==> src/rtl/fixed_point_pkg.sv <==
// Shared definitions for the fixed-point multiply-accumulate block.
//   state_t  : FSM state encoding for the controller in fixed_point_mac
//   sat_max  : largest value representable in an n-bit signed word
//   sat_min  : smallest value representable in an n-bit signed word
package fixed_point_pkg;

  typedef enum logic [1:0] {
    IDLE  = 2'd0,
    ACC   = 2'd1,
    DRAIN = 2'd2,
    DONE  = 2'd3
  } state_t;

  function automatic longint sat_max(input int n);
    return (longint'(1) <<< (n - 1)) - longint'(1);
  endfunction

  function automatic longint sat_min(input int n);
    return -(longint'(1) <<< (n - 1));
  endfunction

endpackage

==> src/rtl/fixed_point_mul_stage.sv <==
// Product stage: signed N x N multiply, arithmetic shift right by Q
// (floor toward minus infinity), registered one cycle.
// Ports:
//   clk, rst  : clock, synchronous active-high reset
//   en        : load a new product this cycle (pair accepted)
//   a, b      : signed Q-format operands, N bits
//   prod      : registered shifted product, 2N-Q bits signed
//   prod_vld  : prod holds a product loaded on the previous edge
module fixed_point_mul_stage #(
  parameter int N = 16,
  parameter int Q = 12
) (
  input  logic                  clk,
  input  logic                  rst,
  input  logic                  en,
  input  logic [N-1:0]          a,
  input  logic [N-1:0]          b,
  output logic signed [2*N-Q-1:0] prod,
  output logic                  prod_vld
);

  localparam int PW = 2 * N - Q;

  logic signed [2*N-1:0] full;

  assign full = $signed(a) * $signed(b);

  always_ff @(posedge clk) begin
    if (rst) begin
      prod     <= '0;
      prod_vld <= 1'b0;
    end else begin
      prod_vld <= en;
      // Dropping the low Q bits after an arithmetic shift floors the value.
      if (en) prod <= PW'(full >>> Q);
    end
  end

endmodule

==> src/rtl/fixed_point_mac.sv <==
// Fixed-point multiply-accumulate: sums LEN products of signed Q-format
// operand pairs and reports the sum as an N-bit Q-format result.
// Optional feature macro: FIXED_POINT_MAC_SATURATE_EN
//   defined   -> q_result clamps to the N-bit signed limits on overflow
//   undefined -> q_result is the low N bits of the accumulator
// Ports:
//   clk, rst   : clock, synchronous active-high reset
//   start      : begin an operation (honoured only in IDLE)
//   in_valid   : a/b pair present; accepted when in_ready is also high
//   a, b       : signed Q-format operands
//   in_ready   : high only while accumulating
//   busy       : high in every state except IDLE
//   out_valid  : one-cycle pulse in DONE
//   q_result   : result, held until the next operation completes
//   overflow   : final sum outside the N-bit signed range
module fixed_point_mac
  import fixed_point_pkg::*;
#(
  parameter int N   = 16,
  parameter int Q   = 12,
  parameter int LEN = 8
) (
  input  logic         clk,
  input  logic         rst,
  input  logic         start,
  input  logic         in_valid,
  input  logic [N-1:0] a,
  input  logic [N-1:0] b,
  output logic         in_ready,
  output logic         busy,
  output logic         out_valid,
  output logic [N-1:0] q_result,
  output logic         overflow
);

  localparam int PW    = 2 * N - Q;
  localparam int ACC_W = PW + $clog2(LEN) + 1;
  localparam int CNT_W = $clog2(LEN + 1);
  localparam longint LMAX = sat_max(N);
  localparam longint LMIN = sat_min(N);

  state_t state, state_nx;

  logic                    accept;
  logic                    last;
  logic [CNT_W-1:0]        cnt;
  logic signed [PW-1:0]    prod;
  logic                    prod_vld;
  logic signed [ACC_W-1:0] acc;
  logic signed [ACC_W-1:0] fin;
  longint                  fin_l;
  logic                    ovf;
  logic [N-1:0]            res;

  assign accept   = (state == ACC) && in_valid;
  assign last     = accept && (cnt == CNT_W'(LEN - 1));
  assign in_ready = (state == ACC);
  assign busy     = (state != IDLE);

  fixed_point_mul_stage #(.N(N), .Q(Q)) u_mul (
    .clk      (clk),
    .rst      (rst),
    .en       (accept),
    .a        (a),
    .b        (b),
    .prod     (prod),
    .prod_vld (prod_vld)
  );

  // Running sum including the product currently in the product stage;
  // in DRAIN this is the final sum.
  assign fin   = acc + (prod_vld ? {{(ACC_W-PW){prod[PW-1]}}, prod} : '0);
  assign fin_l = longint'(fin);
  assign ovf   = (fin_l > LMAX) || (fin_l < LMIN);

  always_comb begin
    res = fin[N-1:0];
`ifdef FIXED_POINT_MAC_SATURATE_EN
    if (fin_l > LMAX)      res = LMAX[N-1:0];
    else if (fin_l < LMIN) res = LMIN[N-1:0];
`endif
  end

  always_comb begin
    state_nx = state;
    case (state)
      IDLE:    if (start) state_nx = ACC;
      ACC:     if (last)  state_nx = DRAIN;
      DRAIN:   state_nx = DONE;
      DONE:    state_nx = IDLE;
      default: state_nx = IDLE;
    endcase
  end

  always_ff @(posedge clk) begin
    if (rst) state <= IDLE;
    else     state <= state_nx;
  end

  always_ff @(posedge clk) begin
    if (rst) begin
      acc       <= '0;
      cnt       <= '0;
      q_result  <= '0;
      overflow  <= 1'b0;
      out_valid <= 1'b0;
    end else begin
      out_valid <= 1'b0;
      case (state)
        IDLE: begin
          if (start) begin
            acc <= '0;
            cnt <= '0;
          end
        end
        ACC: begin
          acc <= fin;
          if (accept) cnt <= cnt + 1'b1;
        end
        DRAIN: begin
          acc       <= fin;
          q_result  <= res;
          overflow  <= ovf;
          out_valid <= 1'b1;
        end
        default: ;
      endcase
    end
  end

endmodule

==> config.mk <==
export PLATFORM = sky130hd
export DESIGN_NAME = fixed_point_mac
export DESIGN_NICKNAME = d
export VERILOG_FILES = /design/src/rtl/fixed_point_pkg.sv /design/src/rtl/fixed_point_mul_stage.sv /design/src/rtl/fixed_point_mac.sv
export SDC_FILE = /design/constraint.sdc
export NUM_CORES = 1
export LEC_CHECK = 0
export ABC_CLOCK_PERIOD_IN_PS = 8400
export CORE_MARGIN = 2
export CORE_UTILIZATION = 30
export DETAILED_ROUTE_END_ITERATION = 6
export DONT_BUFFER_PORTS = 1
export SLEW_MARGIN = 10
export SYNTH_ARGS = -nofsm -noshare
export SYNTH_HDL_FRONTEND = slang
export SYNTH_SLANG_ARGS = --single-unit
==> constraint.sdc <==
create_clock -name clk -period 8.4 [get_ports clk]
set_clock_uncertainty 0.15 [all_clocks]
set_input_delay 0.84 -clock clk [delete_from_list [all_inputs] [get_ports clk]]
set_output_delay 0.84 -clock clk [all_outputs]
set_load 0.02 [all_outputs]
==> impl_metrics.json, run 1 <==
{
  "status": "complete, no violations",
  "nFillCells": 4659,
  "cp_max_fo": 15,
  "startpoint": "b[1]",
  "cts_hold_buf": 0,
  "hold_violations": 0,
  "grt_pass1_wl_mm": 51.8,
  "wl_per_cell_um": 15.2,
  "synth-seq-cells": 69,
  "hold_ws_ns": 0.292,
  "io_pins": 56,
  "slew_headroom_pct": 25.0,
  "tightest_slew_ns": 1.13,
  "synth_area_per_cell_sq_um": 9.00,
  "antenna_left": 0,
  "synthesis.area_sq_um": 13300,
  "finalNetCount": 1836,
  "cp-end-kind": "flip-flop",
  "synth_common_cells": "inv_1 (295), fa_1 (262), nand2_1 (164)",
  "first_pass_iters": 5,
  "dp_slack_ns": 1.46,
  "crit_chain": "nand2_1 -> inv_1 -> fa_1 -> fa_1 -> fa_1 -> fa_1 -> fa_1 -> inv_1 -> fa_1 -> inv_1 -> ha_1 -> a21oi_1 -> nor2b_1 -> o21ai_0 -> nand2_1 -> a21oi_1 -> nor2_1 -> a211o_1 -> or4_1 -> a21oi_1",
  "core_area_sq_um": 43900,
  "crit_type": "input port to flip-flop",
  "cts_buffer_depth": 2,
  "cts.sinks": 69,
  "insertion_delay_ns": 0.35,
  "dp.cells": 2012,
  "num_rows": 77,
  "die-height_um": 214,
  "hpwl_mm": 25.6,
  "hp-start": "u_mul.prod[3]",
  "ctsHtreeMaxLevel": 3,
  "worst_path_max_delay_cell": "fa_1",
  "rsz0062_at_grt": "false",
  "antenna_found_initial": 2,
  "setup.worst_path.start_class": "input port",
  "worstPathRequired_ns": 8.53,
  "setup_tns_ns": 0,
  "cts_setup_buffers": 0,
  "yosys.area.top_type_share_pct": 39.5,
  "cts_root_buffer": "clkbuf_16",
  "synth_area_leaders": "fa_1 (39%), dfxtp_1 (10%), ha_1 (10%)",
  "gp_congestion": 0.840,
  "slew_violations": 0,
  "synthFlopType": "dfxtp_1",
  "syn_inst": 1476,
  "vias_per_cell": 4.71,
  "synth_edf_count": 0,
  "crit_top_cell": "fa_1",
  "yosysMostFrequentCell": "inv_1",
  "io_buffers": 0,
  "drive_gt1_share_pct": 2.72,
  "die_x_um": 214,
  "cap_violations": 0,
  "syn-num-nets": 1881,
  "crit_path_max_incr_delay_ns": 0.83,
  "setup_viol": 0,
  "r2r-start": "u_mul.prod_vld",
  "netlist.top_cell.by_area": "fa_1",
  "antenna_cells": 0,
  "routed_wl_mm": 30.8,
  "drt-initial-drc-count": 434,
  "cts_buffers": 9,
  "crit_arrival_ns": 6.74,
  "grt_max_degree": 70,
  "drc": 0,
  "initial_core_util_pct": 30.2,
  "cts_tree": "yes",
  "grt_use_total_pct": 13.8,
  "dieArea_sq_um": 46000,
  "clkTransAtPathRegs_ns": 0.06,
  "ctsResizeCount": 0,
  "area_delta_synth_final_pct": 6.35,
  "synthArstFlopShare_pct": 0,
  "worst_slack_ns": 1.80,
  "fmax_mhz": 151,
  "grt_pass1_vias": 10200,
  "finalNonFillerCells": 2028,
  "fin_crit_ns": 6.60,
  "hold_path_class": "flip-flop to flip-flop",
  "final.period_utilization_pct": 78.6,
  "yosysSeqAreaShare_pct": 10.4,
  "num_vias": 9554,
  "grt-ovfl-total": 0,
  "yosysWarnings": 0,
  "synth_cell_types": 65
}
## layer usage
metal / wire, um / up-vias / track usage, %
met5: 0 / - / 0
met4: 541 / 0 / 3.33
met3: 1140 / 38 / 1.73
met2: 15100 / 187 / 23.5
met1: 14000 / 4875 / 18.6
li1: - / 4454 / -
## registers in the layout, indices dropped and copies added (netlist names)
register and count:
acc 24, cnt 4, out_valid 1, overflow 1, q_result 16, state 2, u_mul.prod 20, u_mul.prod_vld 1
## cell type report
cell class / instances / area [sq um] / share of cell area, %
clock buffers: 10 / 239 / 1.69
clock inverters: 6 / 71.3 / 0.505
inverters: 295 / 1110 / 7.84
multi-input cells: 1054 / 10600 / 74.8
flip-flops and latches: 69 / 1380 / 9.78
well taps: 592 / 741 / 5.24
repair buffers: 2 / 15.0 / 0.106
## per-stage QoR
| step | instance area (sq um) | utilization (%) |
|---|---|---|
| after floorplan | 13300 | - |
| after global placement | 13800 | 31.4 |
| after detailed placement | 13800 | 31.4 |
| after CTS | 14100 | 32.2 |
| after global routing | 14100 | 32.2 |
| final | 14100 | 32.2 |
## placed cells by master, fill, tap and decap left out, drive strengths merged, types with 3 or more instances in the layout
master | synthesis | layout
a211o | 3 | 3
a211oi | 10 | 10
a21o | 13 | 13
a21oi | 51 | 51
a22oi | 23 | 23
a31oi | 3 | 3
and2 | 145 | 145
and3 | 7 | 7
and4 | 3 | 3
clkbuf | 54 | 10
dfxtp | 69 | 69
fa | 262 | 262
ha | 107 | 107
inv | 295 | 296
mux2i | 16 | 16
nand2 | 164 | 164
nand2b | 6 | 6
nand3 | 12 | 12
nand3b | 8 | 8
nand4 | 8 | 8
nor2 | 79 | 79
nor2b | 6 | 6
nor3 | 7 | 7
o211ai | 4 | 4
o21a | 5 | 5
o21ai | 25 | 25
o21bai | 3 | 3
o31ai | 6 | 6
or2 | 3 | 3
xnor2 | 32 | 32
xor2 | 17 | 17
## final timing paths
path	end	slack, ns	depth (start not counted)
max	u_mul.prod[17]	1.80	20
min	u_mul.prod[3]	0.29	2
max reg2reg	overflow	4.75	12
min reg2reg	u_mul.prod[3]	0.29	2
## critical path, delay by kind of cell
family | cells | cell delay [ns]
and+or+nand+nor | 5 | 0.85
adders and majority gates | 7 | 3.81
AOI/OAI and AO/OA | 5 | 1.07
buffers and inverters | 3 | 0.18
## cell families after synthesis
logic type	synth area share [%]
AND/OR/NAND/NOR	16.9
buffers and inverters	10.0
adder cells (fa/ha/maj)	49.6
flip-flops	10.4
XOR/XNOR	3.29
multiplexers	1.29
AO/OA/AOI/OAI	8.50
Power of run 1 is left out: the tool's default activity adds up to more than one toggle a clock period on the data nets, which glitch-free logic cannot reach.
==> run 2: changes to the inputs <==
ABC_CLOCK_PERIOD_IN_PS = 6100   (was 8400)
clock period = 6.1 ns   (was 8.4 ns; I/O delays follow)
==> run 2 against run 1 <==
  * Clock-buffer cell count is 1 lower
  * Design area is 2.9% higher
  * Utilization is 0.93 points higher
  * First-iteration DRC count is 15% higher
  * Critical endpoint unchanged
  * Largest cell class unchanged
==> impl_metrics.json, run 2 (synthesis gave the netlist of run 1 again) <==
{
  "status": "complete, no violations",
  "tightest_slew_ns": 1.00,
  "crit_arrival_ns": 5.92,
  "dieArea_sq_um": 46000,
  "r2r-end": "overflow",
  "antenna_cells": 0,
  "initial_core_util_pct": 30.2,
  "fmax_mhz": 172,
  "hold_violations": 0,
  "cts_hold_buf": 0,
  "nFillCells": 4560,
  "hp-start": "rst",
  "die-height_um": 214,
  "setup.worst_path.start_class": "input port",
  "r2r-start": "u_mul.prod_vld",
  "fin_crit_ns": 5.80,
  "first_pass_iters": 5,
  "cts_buffers": 9,
  "whs_endpoint": "acc[21]",
  "area_delta_synth_final_pct": 9.42,
  "io_buffers": 0,
  "cts.sinks": 69,
  "grt_pass1_vias": 10200,
  "slew_headroom_pct": 33.1,
  "worstPathRequired_ns": 6.22,
  "cp_max_fo": 16,
  "insertion_delay_ns": 0.33,
  "largest_register_ffs": 24,
  "setup_viol": 0,
  "finalNetCount": 1873,
  "multi_input_area_sq_um": 10600,
  "cts_buffer_depth": 2,
  "final.period_utilization_pct": 95.1,
  "drc": 0,
  "r2r_cells": 12,
  "crit_type": "input port to flip-flop",
  "ctsHtreeMaxLevel": 3,
  "drt-initial-drc-count": 497,
  "top_regs": "acc x24, u_mul.prod x20, q_result x16",
  "die_x_um": 214,
  "clkTransAtPathRegs_ns": 0.06,
  "routed_wl_mm": 31.2,
  "grt_use_total_pct": 14.0,
  "final_cell_mix": "inv_1 (293), fa_1 (259), nand2_1 (162)",
  "slew_violations": 0,
  "antenna_found_initial": 0,
  "rsz0062_at_grt": "false",
  "final_common_cell": "inv_1",
  "utilization_pct": 33.1,
  "r2r_setup_slack_ns": 2.45,
  "largest-register": "acc",
  "antenna_left": 0,
  "cp-end-kind": "flip-flop",
  "io_pins": 56,
  "hold_depth": 1,
  "cts_tree": "yes",
  "hold_path_class": "input port to flip-flop",
  "vias_per_cell": 4.57,
  "drive_gt1_share_pct": 6.25,
  "grt-ovfl-total": 0,
  "seqCellArea_sq_um": 1380,
  "cts_root_buffer": "clkbuf_16",
  "cap_violations": 0,
  "gp_congestion": 0.863,
  "num_vias": 9429,
  "grt_max_degree": 70,
  "num_rows": 77,
  "core_area_sq_um": 43900,
  "hpwl_mm": 26.2,
  "grt_pass1_wl_mm": 52.7,
  "wl_per_cell_um": 15.1
}
[run 2: final cells by class]
cell class                 count  area share (%)
inverter                     295            7.64
clock inverter                 7           0.947
sequential                    69            9.50
timing repair buffer          39            2.01
clock buffer                   9            1.55
multi-input combinational   1054            73.2
tap                          592            5.10
[run 2: critical path, stage by stage]
cell and delay [ns]:
and2_1 0.17, fa_1 0.54, inv_1 0.05, fa_1 0.52, inv_1 0.05, fa_1 0.51, fa_1 0.45, fa_1 0.50
inv_1 0.05, fa_1 0.47, inv_1 0.04, ha_1 0.28, buf_4 0.12, nand3_1 0.10, or2_2 0.33, o31ai_4 0.27
a211o_1 0.22, nor4_1 0.05, or4_1 0.47, a21oi_1 0.12
[run 2: routing by layer]
layer / part of all wire (%) / track usage (%) / vias up
met4: 0.71 / 1.85 / 0
met5: 0 / 0 / -
li1: - / - / 4516
met3: 4.9 / 2.33 / 16
met2: 46 / 23.2 / 191
met1: 48 / 19.7 / 4706
[run 2: stage by stage]
stage	TNS [ns]	instance area, sq um	setup WS, ns	instances	hold WS, ns
detailed placement	-0.618	14100	-0.193	2044	0.287
global placement	-0.479	14100	-0.154	2044	0.282
global route	0	14500	0.00850	2065	0.192
floorplan	-0.103	13500	-0.0525	1476	0.267
CTS	0	14500	0.169	2060	0.198
finish	0	14500	0.297	2065	0.212
[run 2: worst max path at each step]
stage	startpoint	end	slack (ns)	cells past startpoint
global route	b[2]	u_mul.prod[19]	0.009	21
finish	b[10]	u_mul.prod[17]	0.30	20
CTS	a[10]	u_mul.prod[19]	0.17	22
global placement	a[10]	u_mul.prod[19]	-0.15	22
detailed placement	a[10]	u_mul.prod[19]	-0.19	22
floorplan	b[4]	u_mul.prod[19]	-0.05	23
[run 2: repair_timing]
item,CTS,global route
setup endpoints to repair,0,3
gates resized for setup,0,2
setup buffers,0,5
Power of run 2 is left out for the same reason.
==> run 3: changes to the inputs <==
SKIP_CTS_REPAIR_TIMING = 1   (was unset)
==> results of run 3 <==
No change in the layout: final DEF, timing and power equal those of run 2.
Power of run 3 is left out for the same reason.
